## src/rtl/pgcb_seq_pkg.sv

```systemverilog
// Shared types for the pg_rdy entry sequencer: FSM state encoding as seen on the VISA port.
package pgcb_seq_pkg;

    localparam int SEQ_STATE_W = 3;

    typedef enum logic [SEQ_STATE_W-1:0] {
        ST_IDLE  = 3'd0,
        ST_HOLD  = 3'd1,
        ST_REQ   = 3'd2,
        ST_GATED = 3'd3,
        ST_EXIT  = 3'd4
    } pg_seq_state_t;

endpackage

```

## src/rtl/pgcb_pg_holdoff_timer.sv

```systemverilog
// Holdoff down-counter: loaded when the sequencer leaves IDLE, decremented while readiness
// stays stable, and reports zero once the programmed holdoff has elapsed.
module pgcb_pg_holdoff_timer #(
    parameter int HOLDOFF_W = 4
) (
    input  logic                 clk,
    input  logic                 srst,
    input  logic                 load_i,
    input  logic                 dec_i,
    input  logic [HOLDOFF_W-1:0] load_val_i,
    output logic                 zero_o
);

    logic [HOLDOFF_W-1:0] cnt_q;
    logic [HOLDOFF_W-1:0] cnt_d;

    always_comb begin
        cnt_d = cnt_q;
        if (load_i) begin
            cnt_d = load_val_i;
        end else if (dec_i && (cnt_q != '0)) begin
            cnt_d = cnt_q - HOLDOFF_W'(1);
        end
    end

    always_ff @(posedge clk) begin
        if (srst) begin
            cnt_q <= '0;
        end else begin
            cnt_q <= cnt_d;
        end
    end

    assign zero_o = (cnt_q == '0);

endmodule

```

## src/rtl/pgcb_pg_rdy_seq.sv

```systemverilog
// Power-gate entry sequencer: aggregates masked domain readiness, applies a holdoff, drives the
// active-low pg_rdy request to pgcbunit, counts aborted entries and echoes force-clocks-on.
module pgcb_pg_rdy_seq
    import pgcb_seq_pkg::*;
#(
    parameter int NUM_CDC   = 4,
    parameter int HOLDOFF_W = 4,
    parameter int ABORT_W   = 8
) (
    input  logic                   pgcb_clk,
    input  logic                   pgcb_rst,
    input  logic [NUM_CDC-1:0]     pwrgate_ready,
    input  logic [NUM_CDC-1:0]     cdc_mask,
    input  logic [HOLDOFF_W-1:0]   cfg_pg_holdoff,
    input  logic                   pwrgate_disabled,
    input  logic                   pmc_ip_wake,
    input  logic                   pgcb_ip_pg_rdy_ack_b,
    input  logic                   pgcb_ip_force_clks_on,
    output logic                   ip_pgcb_pg_rdy_req_b,
    output logic                   ip_pgcb_force_clks_on_ack,
    output logic [SEQ_STATE_W-1:0] seq_state,
    output logic [ABORT_W-1:0]     abort_cnt
);

    pg_seq_state_t      state_q;
    logic               req_b_q;
    logic               force_ack_q;
    logic [ABORT_W-1:0] abort_q;

    logic [NUM_CDC-1:0] dom_ok;
    logic               all_ready;
    logic               block;
    logic               go;
    logic               hold_zero;
    logic               hold_load;
    logic               hold_dec;

    // A masked-out domain counts as ready; an empty mask never allows gating.
    for (genvar gi = 0; gi < NUM_CDC; gi++) begin : g_dom
        assign dom_ok[gi] = pwrgate_ready[gi] | ~cdc_mask[gi];
    end

    assign all_ready = (|cdc_mask) & (&dom_ok);
    assign block     = pwrgate_disabled | pmc_ip_wake;
    assign go        = all_ready & ~block;

    assign hold_load = (state_q == ST_IDLE) && go;
    assign hold_dec  = (state_q == ST_HOLD) && go && !hold_zero;

    pgcb_pg_holdoff_timer #(
        .HOLDOFF_W (HOLDOFF_W)
    ) u_holdoff (
        .clk        (pgcb_clk),
        .srst       (pgcb_rst),
        .load_i     (hold_load),
        .dec_i      (hold_dec),
        .load_val_i (cfg_pg_holdoff),
        .zero_o     (hold_zero)
    );

    always_ff @(posedge pgcb_clk) begin
        if (pgcb_rst) begin
            state_q <= ST_IDLE;
            req_b_q <= 1'b1;
            abort_q <= '0;
        end else begin
            case (state_q)
                ST_IDLE: begin
                    req_b_q <= 1'b1;
                    if (go) begin
                        state_q <= ST_HOLD;
                    end
                end
                ST_HOLD: begin
                    if (!go) begin
                        state_q <= ST_IDLE;
                        if (abort_q != '1) abort_q <= abort_q + ABORT_W'(1);
                    end else if (hold_zero) begin
                        state_q <= ST_REQ;
                        req_b_q <= 1'b0;
                    end
                end
                ST_REQ: begin
                    // Losing readiness beats an ack arriving in the same cycle.
                    if (!go) begin
                        state_q <= ST_EXIT;
                        req_b_q <= 1'b1;
                        if (abort_q != '1) abort_q <= abort_q + ABORT_W'(1);
                    end else if (!pgcb_ip_pg_rdy_ack_b) begin
                        state_q <= ST_GATED;
                    end
                end
                ST_GATED: begin
                    if (!go) begin
                        state_q <= ST_EXIT;
                        req_b_q <= 1'b1;
                    end
                end
                ST_EXIT: begin
                    req_b_q <= 1'b1;
                    if (pgcb_ip_pg_rdy_ack_b) begin
                        state_q <= ST_IDLE;
                    end
                end
                default: begin
                    state_q <= ST_IDLE;
                    req_b_q <= 1'b1;
                end
            endcase
        end
    end

    always_ff @(posedge pgcb_clk) begin
        if (pgcb_rst) begin
            force_ack_q <= 1'b0;
        end else begin
            force_ack_q <= pgcb_ip_force_clks_on;
        end
    end

    assign ip_pgcb_pg_rdy_req_b      = req_b_q;
    assign ip_pgcb_force_clks_on_ack = force_ack_q;
    assign seq_state                 = state_q;
    assign abort_cnt                 = abort_q;

endmodule

```

## config.mk

```make
export PLATFORM = sky130hd
export DESIGN_NAME = pgcb_pg_rdy_seq
export DESIGN_NICKNAME = d
export VERILOG_FILES = /design/src/rtl/pgcb_seq_pkg.sv /design/src/rtl/pgcb_pg_holdoff_timer.sv /design/src/rtl/pgcb_pg_rdy_seq.sv
export SDC_FILE = /design/constraint.sdc
export NUM_CORES = 1
export LEC_CHECK = 0
export CAP_MARGIN = 5
export CORE_ASPECT_RATIO = 1.5
export CORE_MARGIN = 10
export CORE_UTILIZATION = 49
export DETAILED_ROUTE_END_ITERATION = 10
export PLACE_DENSITY_LB_ADDON = 0.12
export RECOVER_POWER = 50
export SYNTH_ARGS = -nofsm -noshare
export SYNTH_HDL_FRONTEND = slang
export SYNTH_SLANG_ARGS = --single-unit
```

## constraint.sdc

```tcl
create_clock -name pgcb_clk -period 4.6 [get_ports pgcb_clk]
set_input_delay 0.69 -clock pgcb_clk [delete_from_list [all_inputs] [get_ports pgcb_clk]]
set_output_delay 0.69 -clock pgcb_clk [all_outputs]
set_load 0.05 [all_outputs]
```

==> Implementation_results.wiki, run 1 <==
{| class="wikitable"
! Metric !! Value
|-
| Outcome || finished clean
|-
| Total die area || 4300 um2
|-
| Largest net degree at the start of global routing || 23
|-
| Path category of the worst min-delay check || reg2reg
|-
| Area grow syn2layout || 30.8%
|-
| Max stage delay cell, worst path || sky130_fd_sc_hd__a2111oi_0
|-
| Worst rel slew slack || a little under half
|-
| Count of max-cap constraint violations || 0
|-
| Clock latency of the later-clocked register in the worst-skew pair || 0.29 ns
|-
| Via count of the first global-routing pass || 1040
|-
| Setup repair after global routing missed its margin || false
|-
| Reg area || between 300 and 400 um2
|-
| Post-detailed-route DRC marker count || 0
|-
| Hold path depth || 2
|-
| Fraction of registers with async set/reset || 0%
|-
| Vias per std cell || 5.77
|-
| Total negative setup slack || 0 ns
|-
| Period utilization || 64.1%
|-
| PostCTS Resize Cnt || 0
|-
| Antenna viol nets, final || 0
|-
| Fill cell instance count of the final layout || roughly 180
|-
| Worst path required time || 4.80 ns
|-
| Largest area contributor in the netlist || sky130_fd_sc_hd__dfxtp_1
|-
| Initial antenna violation count || 0
|-
| Top post-synthesis cells by count || 17 x sky130_fd_sc_hd__dfxtp_1, 11 x sky130_fd_sc_hd__inv_1, 10 x sky130_fd_sc_hd__nand2_1, 10 x sky130_fd_sc_hd__nor2_1, 9 x sky130_fd_sc_hd__a21oi_1
|-
| Total stage count of the critical path || 6
|-
| Fmax || 0.339 GHz
|-
| Final critical delay including setup and external delays || 2.95 ns
|-
| Crit path launch || pwrgate_ready[1]
|-
| TritonCTS clock tree || built
|-
| Unique masters post-synth || 39
|-
| Proportion of netlist area held by the largest area contributor || approximately 34%
|-
| Setup violations, final || 0
|-
| Aggregate global-route resource usage || between 10% and 20%
|-
| Count of antenna diodes in the layout || 0
|-
| Warning count from the yosys run || 0
|-
| Worst reg2reg path startpoint || seq_state[0]$_SDFFE_PP0P_
|-
| Tightest Pin Transition || 0.778 ns
|-
| Num rows || 20
|-
| Via Count || 1009
|-
| Synthesized area || 1000 um2
|-
| Final nets || between 150 and 200
|-
| Most used DFF post-synth || sky130_fd_sc_hd__dfxtp_1
|-
| Cell count of the worst reg-to-reg path || 5
|-
| Count of input and output buffers || 30
|-
| Share of the yosys chip area belonging to registers || between 30% and 40%
|-
| Pleak || 0.502 nW
|-
| Final instance count without filler cells || 175
|-
| Placeable core region || 2000 um2
|-
| Post-CTS repair timing setup buffer count || 0
|-
| Cell Count Post-Placement || 171
|-
| Number of primary I/O pins || 31
|-
| Number of hold-slack violations in the final timing report || 0
|-
| Clk Tree Root Cell || sky130_fd_sc_hd__clkbuf_4
|-
| Util after Layout || 65.6%
|-
| Delay of the slowest critical-path stage || 0.67 ns
|-
| Starting utilization of the core area || 50.1%
|-
| Area of the multi-input gates || 576 um2
|-
| DR iter-0 viols || 13
|-
| Width of the chip || 57.0 um
|-
| Syn_area_per_cell || about 8 um2
|-
| Maximum fanout along the worst path || 12
|-
| Buffers plus inverters on the worst setup path || 2
|-
| Total overflow reported by the global router || 0
|-
| Dominant cell by count in the synthesized netlist || sky130_fd_sc_hd__dfxtp_1
|-
| Mapped Nets || 145
|-
| Worst path top cell family by delay || compound AO/OA/AOI/OAI gates
|-
| Worst Setup Start Kind || primary input
|-
| CTS hold repair buffers || 0
|-
| Share of cells above drive strength 1 || under 10%
|-
| Pwr Density || 217 nW/um2
|-
| Crit-path cells || dlygate4sd3_1 > inv_1 > a2111oi_0 > and2_0 > mux2i_1 > a2111oi_2
|-
| Hold Startpoint || ip_pgcb_pg_rdy_req_b$_SDFFE_PP1P_
|-
| Clock edge transition at the registers on the reported setup and hold paths || 0.10 ns
|-
| Total CTS buffers || 3
|-
| Number of max-slew violations in the final report || 0
|-
| Overall power || 285 uW
|-
| Element type at the critical path end || flip-flop
|-
| Critical Setup Path Class || in2reg
|-
| DRT Wirelength || 2620 um
|-
| H-tree level count || 1
|-
| Wire length of the first global-routing pass || 4380 um
|-
| Signal arrival time at the worst endpoint || 3.15 ns
|-
| Final RePlAce weighted congestion || 0.820
|-
| Top post-synthesis cells by area || sky130_fd_sc_hd__dfxtp_1 34%, sky130_fd_sc_hd__a21oi_1 4.5%, sky130_fd_sc_hd__inv_1 4.1%
|-
| Flip-flop and latch count after synthesis || 17
|-
| Syn Inst Count || between 100 and 150
|-
| Clock tree skew after final layout || ~0.0025 ns
|-
| Final HPWL from detailed placement || a little over 2000 um
|-
| Per-cell routed wire length || around 15 um
|-
| Maximum vdd drop || 191 uV
|-
| Height of the chip || 75.4 um
|-
| Count of flip-flops with a built-in enable after synthesis || 0
|-
| Number of buffers on the longest clock path || 2
|-
| Count of clock tree sinks || 17
|-
| Drt first pass iters || 4
|}
-- routing by layer --
metal | part of all wire [%] | track usage, %
met1 | 37 | 10.4
met5 | 0 | 0
met3 | 4.6 | 3.50
met2 | 58 | 25.2
met4 | 0.76 | 7.33
-- cell families (layout without fill, tap and decap cells) --
| family | after synthesis | in the layout | synth area share, % |
|---|---|---|---|
| AND/OR/NAND/NOR | 53 | 53 | 29.2 |
| adder cells (fa/ha/maj) | 2 | 2 | 2.49 |
| buffers and inverters | 17 | 45 | 7.85 |
| flip-flops | 17 | 17 | 33.9 |
| multiplexers | 6 | 6 | 6.48 |
| XOR/XNOR | 1 | 1 | 0.873 |
| AO/OA/AOI/OAI | 29 | 29 | 19.2 |
-- power by group --
group	leakage, nW	internal, mW	total, mW	switching, mW
Sequential	0.138	0.150	0.154	0.00394
Combinational	0.347	0.0246	0.0485	0.0240
Clock	0.0177	0.0324	0.0821	0.0498
-- through the flow --
step           hold WS, ns  instance area [um2]  setup WS [ns]
2_1_floorplan        0.466                 1000           2.53
3_3_place_gp         0.451                 1290           2.01
3_5_place_dp         0.484                 1290           1.95
4_1_cts              0.499                 1320           2.09
5_1_grt              0.511                 1310           1.45
6_report             0.489                 1310           1.65
-- flip-flops by register name, indices dropped and copies added (netlist names) --
| register | flops |
|---|---|
| abort_cnt | 8 |
| u_holdoff.cnt_q | 4 |
| seq_state | 3 |
| ip_pgcb_force_clks_on_ack | 1 |
| ip_pgcb_pg_rdy_req_b | 1 |
-- worst paths after layout --
kind                                       end  slack, ns
max reg2reg          abort_cnt[5]$_SDFFE_PP0P_       2.72
min reg2reg  ip_pgcb_pg_rdy_req_b$_SDFFE_PP1P_       0.49
min          ip_pgcb_pg_rdy_req_b$_SDFFE_PP1P_       0.49
max                  seq_state[0]$_SDFFE_PP0P_       1.65
-- worst reg2reg max path: stages, from the launching register on --
cell and delay, ns:
sky130_fd_sc_hd__dfxtp_1 0.61, sky130_fd_sc_hd__xnor2_1 0.17, sky130_fd_sc_hd__nor2_1 0.22, sky130_fd_sc_hd__nand3_1 0.22, sky130_fd_sc_hd__or4_1 0.45, sky130_fd_sc_hd__a21oi_1 0.14
-- layout by cell type, fill, tap and decap left out, types with 2 or more instances in the layout --
| master | n |
|---|---|
| sky130_fd_sc_hd__or4_1 | 3 |
| sky130_fd_sc_hd__nor2b_1 | 5 |
| sky130_fd_sc_hd__o21ai_0 | 8 |
| sky130_fd_sc_hd__mux2_1 | 2 |
| sky130_fd_sc_hd__nor2_1 | 10 |
| sky130_fd_sc_hd__ha_1 | 2 |
| sky130_fd_sc_hd__clkbuf_4 | 3 |
| sky130_fd_sc_hd__inv_1 | 11 |
| sky130_fd_sc_hd__clkdlybuf4s50_1 | 21 |
| sky130_fd_sc_hd__dlygate4sd3_1 | 9 |
| sky130_fd_sc_hd__mux2i_1 | 2 |
| sky130_fd_sc_hd__a21oi_1 | 9 |
| sky130_fd_sc_hd__o31ai_1 | 3 |
| sky130_fd_sc_hd__nor3_1 | 2 |
| sky130_fd_sc_hd__a211oi_1 | 2 |
| sky130_fd_sc_hd__nand2_1 | 10 |
| sky130_fd_sc_hd__nor4_1 | 2 |
| sky130_fd_sc_hd__mux2_2 | 2 |
| sky130_fd_sc_hd__a2111oi_0 | 2 |
| sky130_fd_sc_hd__nand2b_1 | 2 |
| sky130_fd_sc_hd__nand3_1 | 5 |
| sky130_fd_sc_hd__dfxtp_1 | 17 |
| sky130_fd_sc_hd__and3_1 | 3 |
| sky130_fd_sc_hd__nand4_1 | 3 |
-- layout make-up --
type	count	area share, %
Multi-Input combinational cell	91	43.9
Sequential cell	17	25.9
Tap cell	22	2.10
Timing Repair Buffer	30	22.9
Clock inverter	1	0.381
Clock buffer	3	1.72
Inverter	11	3.15
No activity file was read; power rests on OpenSTA's default activity.
==> inputs of run 2 (changes only) <==
--- a/config.mk
+++ b/config.mk
@@ -8,7 +8,7 @@
 export CAP_MARGIN = 5
 export CORE_ASPECT_RATIO = 1.5
 export CORE_MARGIN = 10
-export CORE_UTILIZATION = 49
+export CORE_UTILIZATION = 45
 export DETAILED_ROUTE_END_ITERATION = 10
 export PLACE_DENSITY_LB_ADDON = 0.12
 export RECOVER_POWER = 50
==> constraint.sdc (replaced) <==
create_clock -name pgcb_clk -period 2.9 [get_ports pgcb_clk]
set_input_delay 0.435 -clock pgcb_clk [delete_from_list [all_inputs] [get_ports pgcb_clk]]
set_output_delay 0.435 -clock pgcb_clk [all_outputs]
set_load 0.05 [all_outputs]
==> Implementation_results.wiki, run 2 (same netlist as run 1, synthesis figures left out) <==
{| class="wikitable"
! Metric !! Value
|-
| Via count of the first global-routing pass || 1000 (-3.8%)
|-
| Post-detailed-route DRC marker count || 0 (unchanged)
|-
| Path category of the worst min-delay check || reg2reg
|-
| Total negative setup slack || 0 ns (unchanged)
|-
| Count of clock tree sinks || 17 (unchanged)
|-
| Setup violations, final || 0 (unchanged)
|-
| Wire length of the first global-routing pass || 4170 um (-4.9%)
|-
| Via Count || 1001 (-0.79%)
|-
| Setup repair after global routing missed its margin || false
|-
| Slack of the worst reg-to-reg path || 1.05 ns (-1.67 ns)
|-
| Per-cell routed wire length || 14.6 um (-2.4%)
|-
| Maximum fanout along the worst path || 9 (-3)
|-
| Drt first pass iters || 4 (unchanged)
|-
| Hold Crit Endpoint || ip_pgcb_pg_rdy_req_b$_SDFFE_PP1P_
|-
| Final HPWL from detailed placement || 1970 um (-2.4%)
|-
| Outcome || finished clean
|-
| Maximum vdd drop || 213 uV (+11%)
|-
| Hold Startpoint || ip_pgcb_pg_rdy_req_b$_SDFFE_PP1P_
|-
| Count of input and output buffers || 30 (unchanged)
|-
| Util after Layout || 63.3% (-2.2 points)
|-
| Hold Slack || 0.478 ns (-0.0111 ns)
|-
| Clock tree skew after final layout || 0.0114 ns (+0.00890 ns)
|-
| Placeable core region || 2080 um2 (+3.7%)
|-
| Post-CTS repair timing setup buffer count || 0 (unchanged)
|-
| TritonCTS clock tree || built
|-
| Clock latency of the later-clocked register in the worst-skew pair || 0.29 ns (about the same)
|-
| Height of the chip || 77.8 um (+3.2%)
|-
| Area grow syn2layout || 31.0%
|-
| Global Route met2 Usage || 20.0% (-5.1 points)
|-
| Count of max-cap constraint violations || 0 (unchanged)
|-
| Clock edge transition at the registers on the reported setup and hold paths || 0.11 ns (about the same)
|-
| Number of hold-slack violations in the final timing report || 0 (unchanged)
|-
| Fmax || 0.398 GHz
|-
| Pwr Density || 340 nW/um2 (+57%)
|-
| Initial antenna violation count || 0 (unchanged)
|-
| Total CTS buffers || 3 (unchanged)
|-
| Largest register FFs || 8 (unchanged)
|-
| Number of max-slew violations in the final report || 0 (unchanged)
|-
| Cell count of the worst reg-to-reg path || 7 (+2)
|-
| Worst rel slew slack || 44.0% (-4.0 points)
|-
| PostCTS Resize Cnt || 0 (unchanged)
|-
| Final critical delay including setup and external delays || 2.51 ns
|-
| CTS hold repair buffers || 0 (unchanged)
|-
| Hold path depth || 2 (unchanged)
|-
| Element type at the critical path end || flip-flop
|-
| Num rows || 20 (unchanged)
|-
| Vias per std cell || 5.72 (-0.79%)
|-
| Aggregate global-route resource usage || 10.9% (-1.5 points)
|-
| Peak-usage layer in the global routing report || met2
|-
| Total die area || 4560 um2 (+6.1%)
|-
| Share of cells above drive strength 1 || 5.88% (+0.65 points)
|-
| Starting utilization of the core area || 48.3% (-1.8 points)
|-
| Global-route track usage on met3 || 3.91% (+0.41 points)
|-
| Highest-count cells in the layout ignoring fill and taps || 22 x sky130_fd_sc_hd__clkdlybuf4s50_1, 17 x sky130_fd_sc_hd__dfxtp_1, 11 x sky130_fd_sc_hd__inv_1
|-
| Overall power || 447 uW (+57%)
|-
| Width of the chip || 58.6 um (+2.8%)
|-
| Cell area after layout || 1320 um2 (+0.19%)
|-
| Met1 track demand over resource || 9.83% (-0.56 points)
|-
| Signal arrival time at the worst endpoint || 2.70 ns (-0.45 ns)
|-
| Clk Tree Root Cell || sky130_fd_sc_hd__clkbuf_4
|-
| H-tree level count || 1 (unchanged)
|-
| Worst Setup Start Kind || primary input
|-
| DR iter-0 viols || 50 (+37)
|-
| DRT Wirelength || 2560 um (-2.4%)
|-
| Antenna viol nets, final || 0 (unchanged)
|-
| Worst path required time || 3.08 ns (-1.72 ns)
|-
| Tightest Pin Transition || 0.819 ns (+0.0411 ns)
|-
| Count of antenna diodes in the layout || 0 (unchanged)
|-
| Number of primary I/O pins || 31 (unchanged)
|-
| Total overflow reported by the global router || 0 (unchanged)
|-
| Critical Setup Path Class || in2reg
|-
| Final nets || 174 (unchanged)
|-
| Pleak || 0.504 nW (+0.44%)
|-
| Largest net degree at the start of global routing || 23 (unchanged)
|-
| End of the worst register-to-register path || u_holdoff.cnt_q[1]$_SDFFE_PP0P_
|-
| Worst reg2reg path startpoint || u_holdoff.cnt_q[0]$_SDFFE_PP0P_
|-
| Final RePlAce weighted congestion || 0.845 (+3.0%)
|-
| Period utilization || a little under 90%
|-
| Number of buffers on the longest clock path || 2 (unchanged)
|-
| Placed instance area || 1290 um2 (unchanged)
|-
| Most frequent standard cell in the layout excluding fill and tap cells || sky130_fd_sc_hd__clkdlybuf4s50_1
|}
-- run 2: changes by cell type in the layout (fill, tap and decap cells not counted) --
cell,before,now
sky130_fd_sc_hd__clkdlybuf4s50_1,21,22
sky130_fd_sc_hd__and2_4,0,1
sky130_fd_sc_hd__and2_0,1,0
sky130_fd_sc_hd__dlygate4sd3_1,9,8
-- run 2: power by group --
part / leakage [nW] / total (mW) / internal (mW) / switching (mW)
clock: 0.0177 / 0.126 / 0.0512 / 0.0746
sequential: 0.138 / 0.244 / 0.238 / 0.00568
combinational: 0.349 / 0.0780 / 0.0397 / 0.0382
total: 0.504 / 0.447 / 0.329 / 0.118
-- run 2: final cells by class --
type | count | area, um2
sequential | 17 | 340
tap | 22 | 27.5
inverter | 11 | 41.3
clock buffer | 3 | 22.5
timing repair buffer | 30 | 300
clock inverter | 1 | 5.00
fill | 186 | 762
multi-input combinational | 91 | 578
-- run 2: worst max path at each step --
stage,from,end,slack (ns),depth (start not counted)
floorplan,seq_state[1]$_SDFFE_PP0P_,abort_cnt[5]$_SDFFE_PP0P_,1.02,6
finish,pwrgate_ready[1],ip_pgcb_pg_rdy_req_b$_SDFFE_PP1P_,0.39,6
global placement,pwrgate_ready[0],abort_cnt[0]$_SDFFE_PP0P_,0.56,6
detailed placement,pwrgate_ready[0],ip_pgcb_pg_rdy_req_b$_SDFFE_PP1P_,0.47,6
global route,pwrgate_ready[1],ip_pgcb_pg_rdy_req_b$_SDFFE_PP1P_,0.33,6
CTS,seq_state[0]$_SDFFE_PP0P_,seq_state[0],0.69,1
-- run 2: per-layer routing --
layer / wire length, um / up-vias
met1: 973 / 466
met3: 177 / 4
met2: 1380 / 24
met4: 28 / 0
met5: 0 / -
li1: - / 507
-- run 2: stage by stage --
stage               instances  worst slack (ns)
floorplan                 125              1.02
global placement          171             0.563
detailed placement        171             0.469
CTS                       175             0.687
global route              175             0.328
finish                    175             0.385
-- run 2: worst max-delay path, stage by stage --
cell,delay (ns)
sky130_fd_sc_hd__clkdlybuf4s50_1,0.46
sky130_fd_sc_hd__inv_1,0.04
sky130_fd_sc_hd__a2111oi_0,0.73
sky130_fd_sc_hd__nand2_1,0.39
sky130_fd_sc_hd__a2111oi_0,0.54
sky130_fd_sc_hd__nand2_1,0.09
